[config.mk]
export PLATFORM = sky130hd
export DESIGN_NAME = controller_modulo
export DESIGN_NICKNAME = d
export VERILOG_FILES = /design/src/rtl/controller_modulo.sv
export SDC_FILE = /design/constraint.sdc
export NUM_CORES = 1
export LEC_CHECK = 0
export BUFFER_PORTS_ARGS = -buffer_cell sky130_fd_sc_hd__clkbuf_2
export CORE_MARGIN = 5
export CORE_UTILIZATION = 45
export CTS_CLUSTER_DIAMETER = 50
export CTS_CLUSTER_SIZE = 25
export DETAILED_ROUTE_END_ITERATION = 8
export HOLD_SLACK_MARGIN = 0.03
export PLACE_DENSITY = 0.73
export SKIP_LAST_GASP = 1
export SYNTH_ARGS = -nofsm -noshare
export SYNTH_HDL_FRONTEND = slang
export SYNTH_SLANG_ARGS = --single-unit
[constraint.sdc]
create_clock -name clk -period 1.8 [get_ports clk]
set_clock_uncertainty 0.15 [all_clocks]
set_input_delay 0.18 -clock clk [delete_from_list [all_inputs] [get_ports clk]]
set_output_delay 0.18 -clock clk [all_outputs]
set_load 0.01 [all_outputs]
[src/rtl/controller_modulo.sv]
// controller_modulo: FSM sequencing datapath_modulo to compute Zahl1 mod Zahl2 by compare/subtract,
// with a start/busy/done handshake and an iteration watchdog against Zahl2 = 0.
module controller_modulo #(
  parameter int ALU_LAT = 1,
  parameter int MAX_ITER = 65535,
  parameter logic [2:0] MODE_LT = 3'd2,
  parameter logic [2:0] MODE_SUB = 3'd1
) (
  input  logic       clk,
  input  logic       rst_i,
  input  logic       start_i,
  input  logic       valid_i,
  output logic       busy_o,
  output logic       done_o,
  output logic       err_o,
  output logic [2:0] alu_mode_o,
  output logic       wren_update_zahlen_o,
  output logic       wren_zahl1_to_erg_o,
  output logic       wren_term_erg_o,
  output logic       wren_res_to_erg_o,
  output logic       erg_to_alu_a_o,
  output logic       zahl2_to_alu_b_o,
  output logic       check_for_termination_o
);
  localparam int WW = ALU_LAT > 0 ? $clog2(ALU_LAT + 1) : 1;
  localparam int IW = $clog2(MAX_ITER + 1);
  localparam logic [WW-1:0] WAIT_LAST = WW'(ALU_LAT);
  localparam logic [IW-1:0] ITER_MAX = IW'(MAX_ITER);
  localparam logic [2:0] IDLE  = 3'd0;
  localparam logic [2:0] LOAD  = 3'd1;
  localparam logic [2:0] INIT  = 3'd2;
  localparam logic [2:0] CMP   = 3'd3;
  localparam logic [2:0] CHECK = 3'd4;
  localparam logic [2:0] SUB   = 3'd5;
  localparam logic [2:0] DONE  = 3'd6;
  localparam logic [2:0] ERR   = 3'd7;
  logic [2:0] state, state_nxt;
  logic [WW-1:0] wait_cnt;
  logic [IW-1:0] iter_cnt;
  logic in_alu, alu_last;
  assign in_alu = state == CMP || state == SUB;
  assign alu_last = wait_cnt == WAIT_LAST;
  always_comb begin
    state_nxt = state;
    case (state)
      IDLE:    state_nxt = start_i ? LOAD : IDLE;
      LOAD:    state_nxt = INIT;
      INIT:    state_nxt = CMP;
      CMP:     state_nxt = alu_last ? CHECK : CMP;
      CHECK:   state_nxt = valid_i ? DONE : iter_cnt == ITER_MAX ? ERR : SUB;
      SUB:     state_nxt = alu_last ? CMP : SUB;
      default: state_nxt = IDLE;
    endcase
  end
  // wait_cnt runs only while an ALU operation is pending; iter_cnt saturates instead of wrapping
  always_ff @(posedge clk or negedge rst_i) begin
    if (!rst_i) begin
      state <= IDLE;
      wait_cnt <= '0;
      iter_cnt <= '0;
    end else begin
      state <= state_nxt;
      wait_cnt <= in_alu && !alu_last ? wait_cnt + 1'b1 : '0;
      if (state == IDLE && start_i)
        iter_cnt <= '0;
      else if (state == SUB && alu_last && iter_cnt != ITER_MAX)
        iter_cnt <= iter_cnt + 1'b1;
    end
  end
  assign busy_o = state != IDLE;
  assign done_o = state == DONE;
  assign err_o = state == ERR;
  assign alu_mode_o = state == CMP ? MODE_LT : state == SUB ? MODE_SUB : 3'd0;
  assign wren_update_zahlen_o = state == LOAD;
  assign wren_zahl1_to_erg_o = state == INIT;
  assign wren_term_erg_o = state == CMP && alu_last;
  assign wren_res_to_erg_o = state == SUB && alu_last;
  assign erg_to_alu_a_o = in_alu;
  assign zahl2_to_alu_b_o = in_alu;
  assign check_for_termination_o = state == CHECK || state == DONE;
endmodule

==> reports/qor.csv <==
stage,metric,value,unit
global_routing,initial antenna violation count,0,
clock_network,Clk Tree Root Cell,clkbuf_4,
finish,final instance area,1560,sq um
power_and_ir_drop,pwr/cell area,1280,nW/um^2
critical_path,CP arrival,1450,ps
clock_network,H-Tree Depth,1,
timing,Final Setup Violations,0,
floorplan,Core ar.,2520,sq um
finish,Fillers,216,
critical_path,R2R setup slack,20,ps
logic_synthesis,Synth Net Count,133,
logic_synthesis,Post-synth EDFFs,0,
clock_network,CTS sink count,20,
detailed_routing,Routed Antenna Nets,0,
clock_network,CTS tree,done,
global_routing,largest net degree at the start of global routing,21,
logic_synthesis,largest area contributor in the netlist,dfrtp_1,
floorplan,Ports,17,
outcome,status,"finished, final reports clean",
detailed_routing,router iterations before antenna repair,4,
timing,"Slew Viols, Final",0,
logic_synthesis,mux contribution to synthesized area,0.0247,
logic_synthesis,Area contributors post-synth,"dfrtp_1, a21oi_1, o21ai_0, or3_1, nand2_1",
power_and_ir_drop,leakage power,0.715,nW
power_and_ir_drop,Clk network pwr share,0.133,
placement,Post-Place Cell Area,1380,sq um
logic_synthesis,Synth Area in Compound Gates,0.179,
critical_path,Worst Setup EP,wren_res_to_erg_o,
floorplan,Die ar.,3840,sq um
timing,f_max,562,MHz
power_and_ir_drop,Sequential Power Share,0.400,
timing,RSZ-0062 raised after global routing,yes,
detailed_routing,WL final,2820,um
finish,proportion of layout cells with a drive suffix above 1,0.389,
detailed_routing,DRT iter0 DRCs,35,
global_routing,vias in the first global route,1054,
finish,synth-to-layout area growth,28.8,%
logic_synthesis,Unique masters post-synth,38,
critical_path,reg2reg end,iter_cnt[13]$_DFFE_PN0P_,
detailed_routing,vias per cell,5.75,
critical_path,CP Capture Type,output pin,
detailed_routing,DR vias,1104,
timing,Final Worst Setup Slack,19.2,ps
detailed_routing,wire per inst,14.7,um
critical_path,Worst Setup SP,state[1]$_DFF_PN0_,
logic_synthesis,Synth Flop Type,dfrtp_1,
logic_synthesis,Async SR Flop Fraction,1.00,
floorplan,die width,61.9,um
logic_synthesis,Mapped Area,1210,sq um
power_and_ir_drop,combinational share of power,0.467,
critical_path,cells on worst reg2reg path,6,
floorplan,initial core utilization,0.481,
critical_path,Worst R2R Start,state[1]$_DFF_PN0_,
worst_hold_path,Hold WC Path Type,in -> reg,
logic_synthesis,area share of the largest cell type after synthesis,0.412,
logic_synthesis,register area share after synthesis,0.412,
critical_path,crit path max fanout,7,
logic_synthesis,largest family of logic cells by synthesized area,simple AND/OR/NAND/NOR gates,
finish,Layout Nets,168,
logic_synthesis,Synth Area in Adders,0.0103,
finish,ANT cells,0,
power_and_ir_drop,NetSw,791,uW
global_routing,Total GRT Usage,0.162,
power_and_ir_drop,Cell Int Power,1.21,mW
timing,hold slack,177,ps
critical_path,Worst Setup Start Kind,flop,
detailed_routing,# DRC,0,
logic_synthesis,Simple-Gate Fraction of Synth Area,0.312,
logic_synthesis,Ys Warns,0,
placement,PortBufs,15,
placement,GPL Wtd Cong,0.857,
finish,final core utilization,0.620,
logic_synthesis,Synth Instances,128,
global_routing,first-pass GRT wire length,4630,um
clock_network,latest clock arrival within the worst-skew pair,310,ps
clock_network,clock slew at reported path FFs,120,ps
critical_path,Worst Path Required,1470,ps
logic_synthesis,"FF+latch count, synth",20,
timing,Final Hold Vio Count,0,
global_routing,grt ovf,0,
power_and_ir_drop,maximum vdd drop,1140,uV
logic_synthesis,mean post-synth cell area,9.48,sq um
run,max cap viols,0,
placement,DP Wirelength,1930,um
timing,fin crit period,1780,ps
power_and_ir_drop,Sw Ratio,0.396,
floorplan,num rows,18,
clock_network,Clock Path Buffers,2,
clock_network,Num CTS Buffers,3,
timing,fin crit share,0.989,
placement,pre-CTS WS,-57.6,ps
logic_synthesis,Post-Synth XOR/XNOR Area,0.00722,
critical_path,Crit Path Class,reg -> out,
floorplan,Die Ht,61.9,um
[power groups by stage]
stage                     Combinational [mW]  Clock, mW  Sequential [mW]
after global placement                 0.759          0            0.787
final                                  0.933      0.265            0.800
after floorplan                        0.512          0            0.771
after global routing                    1.04      0.304            0.829
after CTS                              0.824      0.274            0.787
after detailed placement               0.779          0            0.794
[state kept, by name, summed over array words and instances (netlist names)]
| signal | count |
|---|---|
| state | 3 |
| iter_cnt | 16 |
| alu_last | 1 |
[Yosys cell counts (all sizes together) (2+ instances only)]
cell    number
dfrtp       20
a21oi       14
o21ai       12
nand2       11
or3          9
nand4        7
nand3        6
nor2         5
buf          4
o31ai        4
and2         3
and3         3
mux2i        3
nor3         3
or4          3
and2b        2
and4         2
clkbuf       2
inv          2
o21a         2
[metal layers]
layer	global-route usage	vias to the layer above	part of all wire
met4	0.0273	0	0.0043
met3	0.0475	2	0.050
met1	0.206	521	0.43
li1	-	551	-
met2	0.275	30	0.51
met5	0	-	0
[final cells by class]
cell class | count | area [sq um] | area share
Sequential cell | 20 | 502 | 0.321
Inverter | 3 | 26.3 | 0.0168
Multi-Input combinational cell | 99 | 703 | 0.450
Clock buffer | 4 | 36.3 | 0.0232
Timing Repair Buffer | 36 | 258 | 0.165
Tap cell | 30 | 37.5 | 0.0240
[worst max-delay path, cell delays in order, from the launching register on]
cell and delay (ps):
dfrtp_1 400, and3b_4 320, nand2_4 100, clkinv_8 90, buf_4 110, clkbuf_2 120
[what timing repair did]
| action | CTS | global route |
|---|---|---|
| buffers inserted | 2 | 5 |
| hold buffers | 2 | 0 |
| gates resized for setup | 5 | 16 |
| hold endpoints to repair | 21 | 0 |
| endpoints found under the setup margin | 8 | 16 |
| pin swaps | 4 | 4 |
[through the flow]
| stage | std cells | power, mW | TNS [ps] |
|---|---|---|---|
| floorplan | 128 | 1.28 | 0 |
| finish | 192 | 2.00 | 0 |
| detailed placement | 179 | 1.57 | -156 |
| global route | 192 | 2.18 | -397 |
| global placement | 179 | 1.55 | -3.24 |
| CTS | 187 | 1.88 | -2.68 |
[placed cells by master (no fill, tap or decap), types with 3 or more instances in the layout]
| cell type | Yosys | layout |
|---|---|---|
| o31ai_1 | 4 | 4 |
| a21oi_1 | 14 | 11 |
| nor3_1 | 3 | 3 |
| buf_4 | 4 | 17 |
| o21ai_0 | 11 | 11 |
| and2_1 | 3 | 3 |
| dfrtp_1 | 20 | 19 |
| clkbuf_2 | 0 | 13 |
| nand3_1 | 6 | 4 |
| nand2_1 | 10 | 10 |
| nor2_1 | 5 | 4 |
| a21oi_2 | 0 | 3 |
| clkbuf_4 | 0 | 3 |
| buf_6 | 0 | 4 |
| or3_1 | 8 | 8 |
| nand4_1 | 5 | 5 |
| mux2i_1 | 3 | 3 |
[worst min path at each step]
stage	from	slack, ps	cells after the start	to
after floorplan	rst_i	-270	0	alu_last$_DFF_PN0_
after global placement	rst_i	20	1	iter_cnt[6]$_DFFE_PN0P_
after detailed placement	rst_i	20	1	iter_cnt[7]$_DFFE_PN0P_
after CTS	start_i	180	4	iter_cnt[10]$_DFFE_PN0P_
after global routing	start_i	200	4	iter_cnt[10]$_DFFE_PN0P_
final	start_i	180	4	iter_cnt[10]$_DFFE_PN0P_
[cell families (layout without fill, tap and decap cells)]
family | after synthesis | after routing
AO/OA/AOI/OAI | 35 | 35
XOR/XNOR | 1 | 1
adder cells (fa/ha/maj) | 1 | 1
buffers and inverters | 9 | 43
flip-flops | 20 | 20
multiplexers | 3 | 3
other | 1 | 1
AND/OR/NAND/NOR | 58 | 58
Power figures use the tool's default switching activity.
